## config.mk

```make
export PLATFORM = sky130hd
export DESIGN_NAME = decoder_3to8_strobe
export DESIGN_NICKNAME = d
export VERILOG_FILES = /design/src/rtl/decoder_3to8_strobe_pkg.sv /design/src/rtl/decoder_3to8_strobe_chk.sv /design/src/rtl/decoder_3to8_strobe_onehot.sv /design/src/rtl/decoder_3to8_strobe.sv
export SDC_FILE = /design/constraint.sdc
export NUM_CORES = 1
export LEC_CHECK = 0
export ABC_AREA = 1
export BUFFER_PORTS_ARGS = -buffer_cell sky130_fd_sc_hd__buf_2
export CAP_MARGIN = 30
export CELL_PAD_IN_SITES_DETAIL_PLACEMENT = 1
export CELL_PAD_IN_SITES_GLOBAL_PLACEMENT = 2
export CORE_ASPECT_RATIO = 1.1
export CORE_MARGIN = 1
export CORE_UTILIZATION = 35
export CTS_BUF_LIST = sky130_fd_sc_hd__clkbuf_8
export CTS_CLUSTER_SIZE = 40
export DETAILED_ROUTE_END_ITERATION = 6
export PLACE_DENSITY_LB_ADDON = 0.1
export SYNTH_ARGS = -nofsm -noshare
export SYNTH_HDL_FRONTEND = slang
export SYNTH_SLANG_ARGS = --single-unit
```

## constraint.sdc

```tcl
create_clock -name clk -period 3.75 [get_ports clk]
set_input_delay 0.5625 -clock clk [delete_from_list [all_inputs] [get_ports clk]]
set_output_delay 0.5625 -clock clk [all_outputs]
set_load 0.05 [all_outputs]
```

## src/rtl/decoder_3to8_strobe_pkg.sv

```systemverilog
// Shared types and constants for the 3-to-8 strobe decoder.
// Includes the HOLD/GAP legality helper used by the checker.
package decoder_3to8_strobe_pkg;

  localparam int CNT_W = 8;

  typedef enum logic [1:0] {
    ST_IDLE = 2'd0,
    ST_HOLD = 2'd1,
    ST_GAP  = 2'd2
  } state_e;

  // HOLD must be 1..255 and GAP 0..255 so the 8-bit counter never wraps.
  function automatic bit hold_gap_ok(input int hold, input int gap);
    return (hold >= 32'sd1) && (hold <= 32'sd255) && (gap >= 32'sd0) && (gap <= 32'sd255);
  endfunction

endpackage

```

## src/rtl/decoder_3to8_strobe_chk.sv

```systemverilog
// Runtime checks for the strobe decoder: legal parameters, one-hot output,
// and done only ever asserted while busy.
module decoder_3to8_strobe_chk
  import decoder_3to8_strobe_pkg::*;
#(
  parameter int HOLD = 4,
  parameter int GAP  = 1
) (
  input logic       i_clk,
  input logic       i_rst_n,
  input logic [7:0] i_out,
  input logic       i_busy,
  input logic       i_done
);

  a_params_legal: assert property (@(posedge i_clk) hold_gap_ok(HOLD, GAP));

  a_out_onehot0: assert property (@(posedge i_clk) disable iff (!i_rst_n) $onehot0(i_out));

  a_done_when_busy: assert property (@(posedge i_clk) disable iff (!i_rst_n) i_done |-> i_busy);

endmodule

```

## src/rtl/decoder_3to8_strobe_onehot.sv

```systemverilog
// Combinational 3-bit index to one-hot 8-bit line decoder.
module onehot_decoder_3to8 (
  input  logic [2:0] i_code,
  output logic [7:0] o_onehot
);

  assign o_onehot = 8'b0000_0001 << i_code;

endmodule

```

## src/rtl/decoder_3to8_strobe.sv

```systemverilog
// Accepts a 3-bit index over valid/ready and drives the matching line
// high for HOLD cycles, then GAP cycles of zero before accepting again.
module decoder_3to8_strobe
  import decoder_3to8_strobe_pkg::*;
#(
  parameter int HOLD = 4,
  parameter int GAP  = 1
) (
  input  logic       clk,
  input  logic       rst_n,
  input  logic       in_valid,
  output logic       in_ready,
  input  logic [2:0] code,
  output logic [7:0] out,
  output logic       busy,
  output logic       done
);

  localparam logic [CNT_W-1:0] CNT_ZERO  = {CNT_W{1'b0}};
  localparam logic [CNT_W-1:0] CNT_ONE   = {{(CNT_W-1){1'b0}}, 1'b1};
  localparam logic [CNT_W-1:0] HOLD_LOAD = CNT_W'(HOLD - 1);
  localparam logic [CNT_W-1:0] GAP_LOAD  = CNT_W'(GAP - 1);
  localparam logic             GAP_EN    = (GAP > 0);

  state_e           r_state;
  state_e           w_state_nxt;
  logic [CNT_W-1:0] r_cnt;
  logic [CNT_W-1:0] w_cnt_nxt;
  logic [7:0]       r_out;
  logic [7:0]       w_out_nxt;
  logic             r_done;
  logic             w_done_nxt;
  logic [7:0]       w_onehot;

  onehot_decoder_3to8 u_onehot (
    .i_code   (code),
    .o_onehot (w_onehot)
  );

  // Next-state, counter, output and done decode.
  always_comb begin
    w_state_nxt = r_state;
    w_cnt_nxt   = r_cnt;
    w_out_nxt   = r_out;
    case (r_state)
      ST_IDLE: begin
        if (in_valid) begin
          w_state_nxt = ST_HOLD;
          w_cnt_nxt   = HOLD_LOAD;
          w_out_nxt   = w_onehot;
        end else begin
          w_out_nxt   = 8'h00;
        end
      end
      ST_HOLD: begin
        if (r_cnt != CNT_ZERO) begin
          w_cnt_nxt = r_cnt - CNT_ONE;
        end else begin
          w_out_nxt = 8'h00;
          if (GAP_EN) begin
            w_state_nxt = ST_GAP;
            w_cnt_nxt   = GAP_LOAD;
          end else begin
            w_state_nxt = ST_IDLE;
            w_cnt_nxt   = CNT_ZERO;
          end
        end
      end
      ST_GAP: begin
        w_out_nxt = 8'h00;
        if (r_cnt != CNT_ZERO) begin
          w_cnt_nxt = r_cnt - CNT_ONE;
        end else begin
          w_state_nxt = ST_IDLE;
        end
      end
      default: begin
        w_state_nxt = ST_IDLE;
        w_cnt_nxt   = CNT_ZERO;
        w_out_nxt   = 8'h00;
      end
    endcase
    // done marks the cycle that will be the final hold cycle.
    w_done_nxt = (w_state_nxt == ST_HOLD) && (w_cnt_nxt == CNT_ZERO);
  end

  // State, counter and output registers; reset aborts any strobe at once.
  always_ff @(posedge clk or negedge rst_n) begin
    if (!rst_n) begin
      r_state <= ST_IDLE;
      r_cnt   <= CNT_ZERO;
      r_out   <= 8'h00;
      r_done  <= 1'b0;
    end else begin
      r_state <= w_state_nxt;
      r_cnt   <= w_cnt_nxt;
      r_out   <= w_out_nxt;
      r_done  <= w_done_nxt;
    end
  end

  assign in_ready = (r_state == ST_IDLE);
  assign busy     = (r_state != ST_IDLE);
  assign out      = r_out;
  assign done     = r_done;

  decoder_3to8_strobe_chk #(.HOLD(HOLD), .GAP(GAP)) u_chk (
    .i_clk   (clk),
    .i_rst_n (rst_n),
    .i_out   (r_out),
    .i_busy  (busy),
    .i_done  (r_done)
  );

endmodule

```

==> metrics.yaml, run 1 <==
start_util_pct: 37.9
reg2reg_to: "done"
tightest_slew_ns: 0.808
synth_edf_count: 0
cp.arrival_ns: 2.21
syn_nets: 154
synth_ff_type: "dfrtp_1"
first_pass_iters: 4
synthCells: 146
first_iter_violations: 17
io_pins: 17
dp_slack_ns: 1.73
yosys-top-cells-area: "dfrtp_1 44%, nand2_1 11%, nand3_1 11%"
cts-root-buf: "clkbuf_8"
timing.rr.start: "r_cnt[0]"
wire_per_inst_um: 14.0
grt-ovfl-total: 0
cts_max_path_buffers: 2
numCtsBuffers: 3
gp_congestion: 0.822
cts_tree: "done"
grt_pass1_vias: 1080
clkTransAtPathRegs_ns: 0.08
drv_slew: 0
cts_hold_buf: 0
setup_viol: 0
syn_area_um2: 1080
worst-setup-path-type: "flip-flop to flip-flop"
yosysMostFrequentCell: "nand2_1"
wl_mm: 2.77
final_nets: 173
async_reset_ff_share_pct: 100
cts_setup_buffers: 0
core_um2: 2850
antenna_found_initial: 0
placed_cells: 193
start_kind: "flip-flop"
synth_cell_types: 17
drive_gt1_share_pct: 17.1
dp_hpwl_mm: 2.25
port_buffers: 16
h-tree-depth: 1
hold_path_class: "input pin to asynchronous set/reset pin"
rrSetupSlack_ns: 1.73
max-slew-margin-rel_pct: 45.9
num_vias: 991
drv_cap: 0
crit_fanout: 15
rr_worst_depth: 12
final_cells: 197
die_x_um: 55.0
fmax_mhz: 496
grt_max_degree: 20
layout_setup_ws_ns: 1.73
clkSinkCount: 19
status: "complete, no violations"
fin_util_pct: 43.2
synth_top_area_share_pct: 44.0
row_count: 20
ys_warn_count: 0
antenna_left: 0
ys_ff_latch: 19
finalCriticalPeriod_ns: 2.02
ir_drop_mv: 0.433
yosysSeqAreaShare_pct: 44.0
p_total_w: 0.00116
num_antenna_cells: 0
grtUsageTotal_pct: 20.6
area_growth_pct: 14.0
synth_top_area_cell: "dfrtp_1"
cts_resized: 0
dieArea_um2: 3320
cp-end-kind: "flip-flop"
required_ns: 3.94
grt_pass1_wl_mm: 4.80
powerDensity_nw_per_um2: 943
synth_area_per_cell_um2: 7.40
fin_tns_setup_ns: 0
fill_cells: 373
synth_common_cells: "33 x nand2_1, 23 x nand3_1, 22 x inv_1, 22 x nor2_1, 19 x dfrtp_1"
drc: 0
period_share_pct: 53.8
clock_latency_ns: 0.26
finalHoldViolCount: 0
skew_ns: 0.000987
die_y_um: 60.3
rsz0062_at_grt: "no"
p_leak_nw: 0.683
vias_per_cell: 5.03
-- state kept, by name, indices dropped and copies added, names as in the netlist --
register  count
done          1
out           8
r_cnt         8
r_state       2
-- per-layer routing --
metal / share of wire [%] / wire length [um] / GRT usage (%) / vias to the layer above
li1: - / - / - / 496
met1: 43 / 1190 / 23.9 / 477
met2: 54 / 1480 / 37.3 / 14
met3: 1.7 / 48 / 2.29 / 4
met4: 1.7 / 48 / 8.21 / 0
met5: 0 / 0 / 0 / -
-- worst max-delay path: stages (launching register included) --
cell and delay, ns:
dfrtp_1 0.38, inv_1 0.15, ha_1 0.32, nand2_2 0.09, inv_2 0.07, nand2_4 0.12, ha_1 0.30, o21ai_0 0.08
nor2_1 0.12, nand2_1 0.07, nor2_1 0.08, nand3_1 0.08, nor2_1 0.09
-- cell usage in the layout, fill, tap and decap left out, types with 2 or more instances in the layout --
cell type	synthesis	routed
nor2_4	2	2
nand3_1	23	23
nand2_4	2	2
dfrtp_1	19	19
ha_1	2	2
nor2_1	22	22
buf_2	1	16
nand2_1	33	33
nand4_1	2	2
clkbuf_8	0	3
o21ai_0	12	12
inv_1	22	22
-- power breakdown --
part	internal [W]	switching, W	total, W	leakage, nW
clock	0.0000739	0.0000722	0.000146	0.0255
sequential	0.000290	0.0000732	0.000363	0.239
combinational	0.000184	0.000469	0.000653	0.419
total	0.000548	0.000614	0.00116	0.683
-- final cells by class --
class	instances	area [um^2]	area share (%)
tap	33	41.3	3.35
multi-input combinational	102	503	40.8
clock inverter	1	5.00	0.406
clock buffer	3	41.3	3.35
inverter	23	86.3	7.01
sequential	19	475	38.6
timing repair buffer	16	80.1	6.50
-- worst max-delay path by stage --
stage	startpoint	endpoint	depth (start not counted)
floorplan	r_cnt[0]	done	13
global placement	r_cnt[0]	done	12
detailed placement	r_cnt[0]	done	12
CTS	r_cnt[0]	done	12
global route	r_cnt[0]	done	12
finish	r_cnt[0]	done	12
-- metrics by stage --
stage | hold slack, ns | cell area [um^2]
3_5_place_dp | 0.512 | 1190
4_1_cts | 0.259 | 1230
3_3_place_gp | 0.495 | 1190
5_1_grt | 0.277 | 1230
6_report | 0.242 | 1230
2_1_floorplan | 0.267 | 1080
-- cell families after synthesis --
group / share of synthesized area, %
compound gates: 5.56
fa+ha+maj: 2.31
xor+xnor: 0.810
buf+inv: 9.49
flops: 44.0
simple gates: 37.8
(Power assumes the default switching activity.)
==> inputs of run 2 (changes only) <==
ABC_AREA = 0   (was 1)
CORE_UTILIZATION = 32   (was 35)
clock period = 1.64 ns   (was 3.75 ns; I/O delays follow)
==> metrics.yaml, run 2 <==
grt-ovfl-total: 0
cts-root-buf: "clkbuf_8"
rsz0062_at_grt: "yes"
reg2reg_to: "done"
vias_per_cell: 5.60
met3WireLength_um: 129
violations: "setup timing"
setup_viol: 17
fill_cells: 345
wire_per_inst_um: 18.8
path_buf_inv: 1
most-common-layout-cells: "28 x buf_4, 17 x dfrtp_1, 15 x buf_2"
tightest_slew_ns: 0.470
final_common_cell: "buf_4"
required_ns: 1.81
min_to: "out[7]"
postPlaceCellArea_um2: 1320
h-tree-depth: 1
dieArea_um2: 3360
grtUsageTotal_pct: 20.9
period_share_pct: 129
first_iter_violations: 27
first_pass_iters: 4
dp_hpwl_mm: 2.28
drv_cap: 0
skew_ns: 0.0131
cts_tree: "done"
met1_length_mm: 1.36
critical-path-top-delay-family: "simple AND/OR/NAND/NOR gates"
p_seq_share_pct: 21.2
power_frac_clock_pct: 9.4
yosys-top-cells-area: "dfrtp_1 47%, a22o_1 5.2%, o21ai_0 5.0%"
yosysMostFrequentCell: "dfrtp_1"
synth_ff_type: "dfrtp_1"
min-delay-start: "code[2]"
row_count: 20
rr_worst_depth: 7
slowest_delay_ns: 0.52
synth_common_cells: "19 x dfrtp_1, 10 x nand2_1, 10 x nor2_1, 10 x o21ai_0, 6 x a22o_1"
drc: 0
slowest_stage: "or4b_4"
timing.rr.start: "r_cnt[0]"
synthCells: 101
swShare_pct: 45.3
holdWs_ns: 0.300
synth_top_area_cell: "dfrtp_1"
num_vias: 1025
max-slew-margin-rel_pct: 68.4
cp.arrival_ns: 2.29
die_y_um: 60.7
clkSinkCount: 19
fmax_mhz: 473
finalHoldViolCount: 0
yosysSeqAreaShare_pct: 47.4
routed-wl-met2_mm: 1.91
rrSetupSlack_ns: -0.47
cts_max_path_buffers: 2
ys_warn_count: 0
p_comb_share_pct: 69.4
p_int_w: 0.00192
crit_chain: "inv_2 > ha_4 > or4b_4 > o21ai_4 > o21ai_1 > or3_1 > nor4_4"
switchingPower_w: 0.00159
gp_congestion: 0.791
fin_util_pct: 53.9
ir_drop_mv: 1.17
clock_latency_ns: 0.26
drive_gt1_share_pct: 50.7
die_x_um: 55.4
synth_area_per_cell_um2: 9.92
finalCriticalPeriod_ns: 2.11
fin_tns_setup_ns: -3.57
synth_cell_types: 31
final_cells: 183
syn_nets: 109
p_leak_nw: 0.719
synth_top_area_share_pct: 47.4
port_buffers: 16
drv_slew: 0
hold_path_class: "input pin to flip-flop"
syn_area_um2: 1000
routed.top_layer: "met4"
cp-end-kind: "flip-flop"
status: "finished with violations"
antenna_found_initial: 0
placed_cells: 171
numCtsBuffers: 3
grt_pass1_wl_mm: 5.22
synth_edf_count: 0
grt_pass1_vias: 1048
num_antenna_cells: 0
powerDensity_nw_per_um2: 2270
clkTransAtPathRegs_ns: 0.08
min_path_cells: 2
wl_mm: 3.44
crit_fanout: 4
final_nets: 159
io_pins: 17
start_util_pct: 34.8
layout_setup_ws_ns: -0.472
async_reset_ff_share_pct: 100
antenna_left: 0
area_growth_pct: 54.7
worst-setup-path-type: "flip-flop to flip-flop"
ys_ff_latch: 19
postLayoutCellArea_um2: 1550
start_kind: "flip-flop"
grt_max_degree: 20
core_um2: 2880
[run 2: cell count changes in the layout (fill, tap and decap cells not counted), sizes merged, moves of 3 or more]
cell    change
nand3      -23
nor2       -15
or3         +3
a32o        +4
inv        -18
buf        +30
nand2      -26
nand2b      +4
nor3        +4
nor2b       +3
a22o        +6
[run 2: cells by family after synthesis]
logic type	share of synthesized area, %
AO/OA/AOI/OAI	22.3
adder cells (fa/ha/maj)	2.50
XOR/XNOR	2.62
AND/OR/NAND/NOR	22.8
flip-flops	47.4
buffers and inverters	2.25
[run 2: timing repair]
| action | in CTS | in global routing |
|---|---|---|
| hold endpoints to repair | 19 | 0 |
| buffers inserted | 6 | 4 |
| pin swaps | 4 | 1 |
| hold buffers | 1 | 0 |
| endpoints found under the setup margin | 16 | 18 |
| gates resized for setup | 20 | 14 |
[run 2: cell type report]
class	count	area [um^2]	area share (%)
multi-input combinational	76	642	41.4
clock buffer	3	41.3	2.66
timing repair buffer	47	329	21.2
sequential	19	478	30.8
tap	33	41.3	2.66
inverter	4	15.0	0.969
clock inverter	1	3.75	0.242
[run 2: worst reg2reg max path, stage by stage (launching register included)]
cell	delay [ns]
dfrtp_1	0.40
inv_2	0.09
ha_4	0.14
or4b_4	0.52
o21ai_4	0.16
o21ai_1	0.10
or3_1	0.40
nor4_4	0.22
[run 2: worst max-delay path by stage]
stage,from,to,cells past startpoint
after floorplan,r_cnt[0],done,9
after global placement,r_cnt[1],done,10
after detailed placement,r_cnt[0],done,10
after CTS,r_cnt[1],done,7
after global routing,r_cnt[1],done,10
final,r_cnt[0],done,7
[run 2: power by group through the flow]
stage / clock network (W) / registers, W / logic (W)
after floorplan: 0 / 0.000872 / 0.000961
after global placement: 0 / 0.000731 / 0.00177
after detailed placement: 0 / 0.000736 / 0.00182
after CTS: 0.000338 / 0.000735 / 0.00215
after global routing: 0.000363 / 0.000758 / 0.00261
final: 0.000331 / 0.000744 / 0.00244
[run 2: stage by stage]
stage	setup WS (ns)	total power (W)
floorplan	-0.365	0.00183
global placement	-0.403	0.00250
detailed placement	-0.463	0.00256
CTS	-0.435	0.00322
global route	-0.562	0.00374
finish	-0.472	0.00352
[run 2: layer usage]
metal | vias to the layer above | GRT usage, %
met5 | - | 0
met4 | 0 | 8.21
met3 | 6 | 2.56
met2 | 34 | 41.1
met1 | 511 | 23.3
li1 | 474 | -
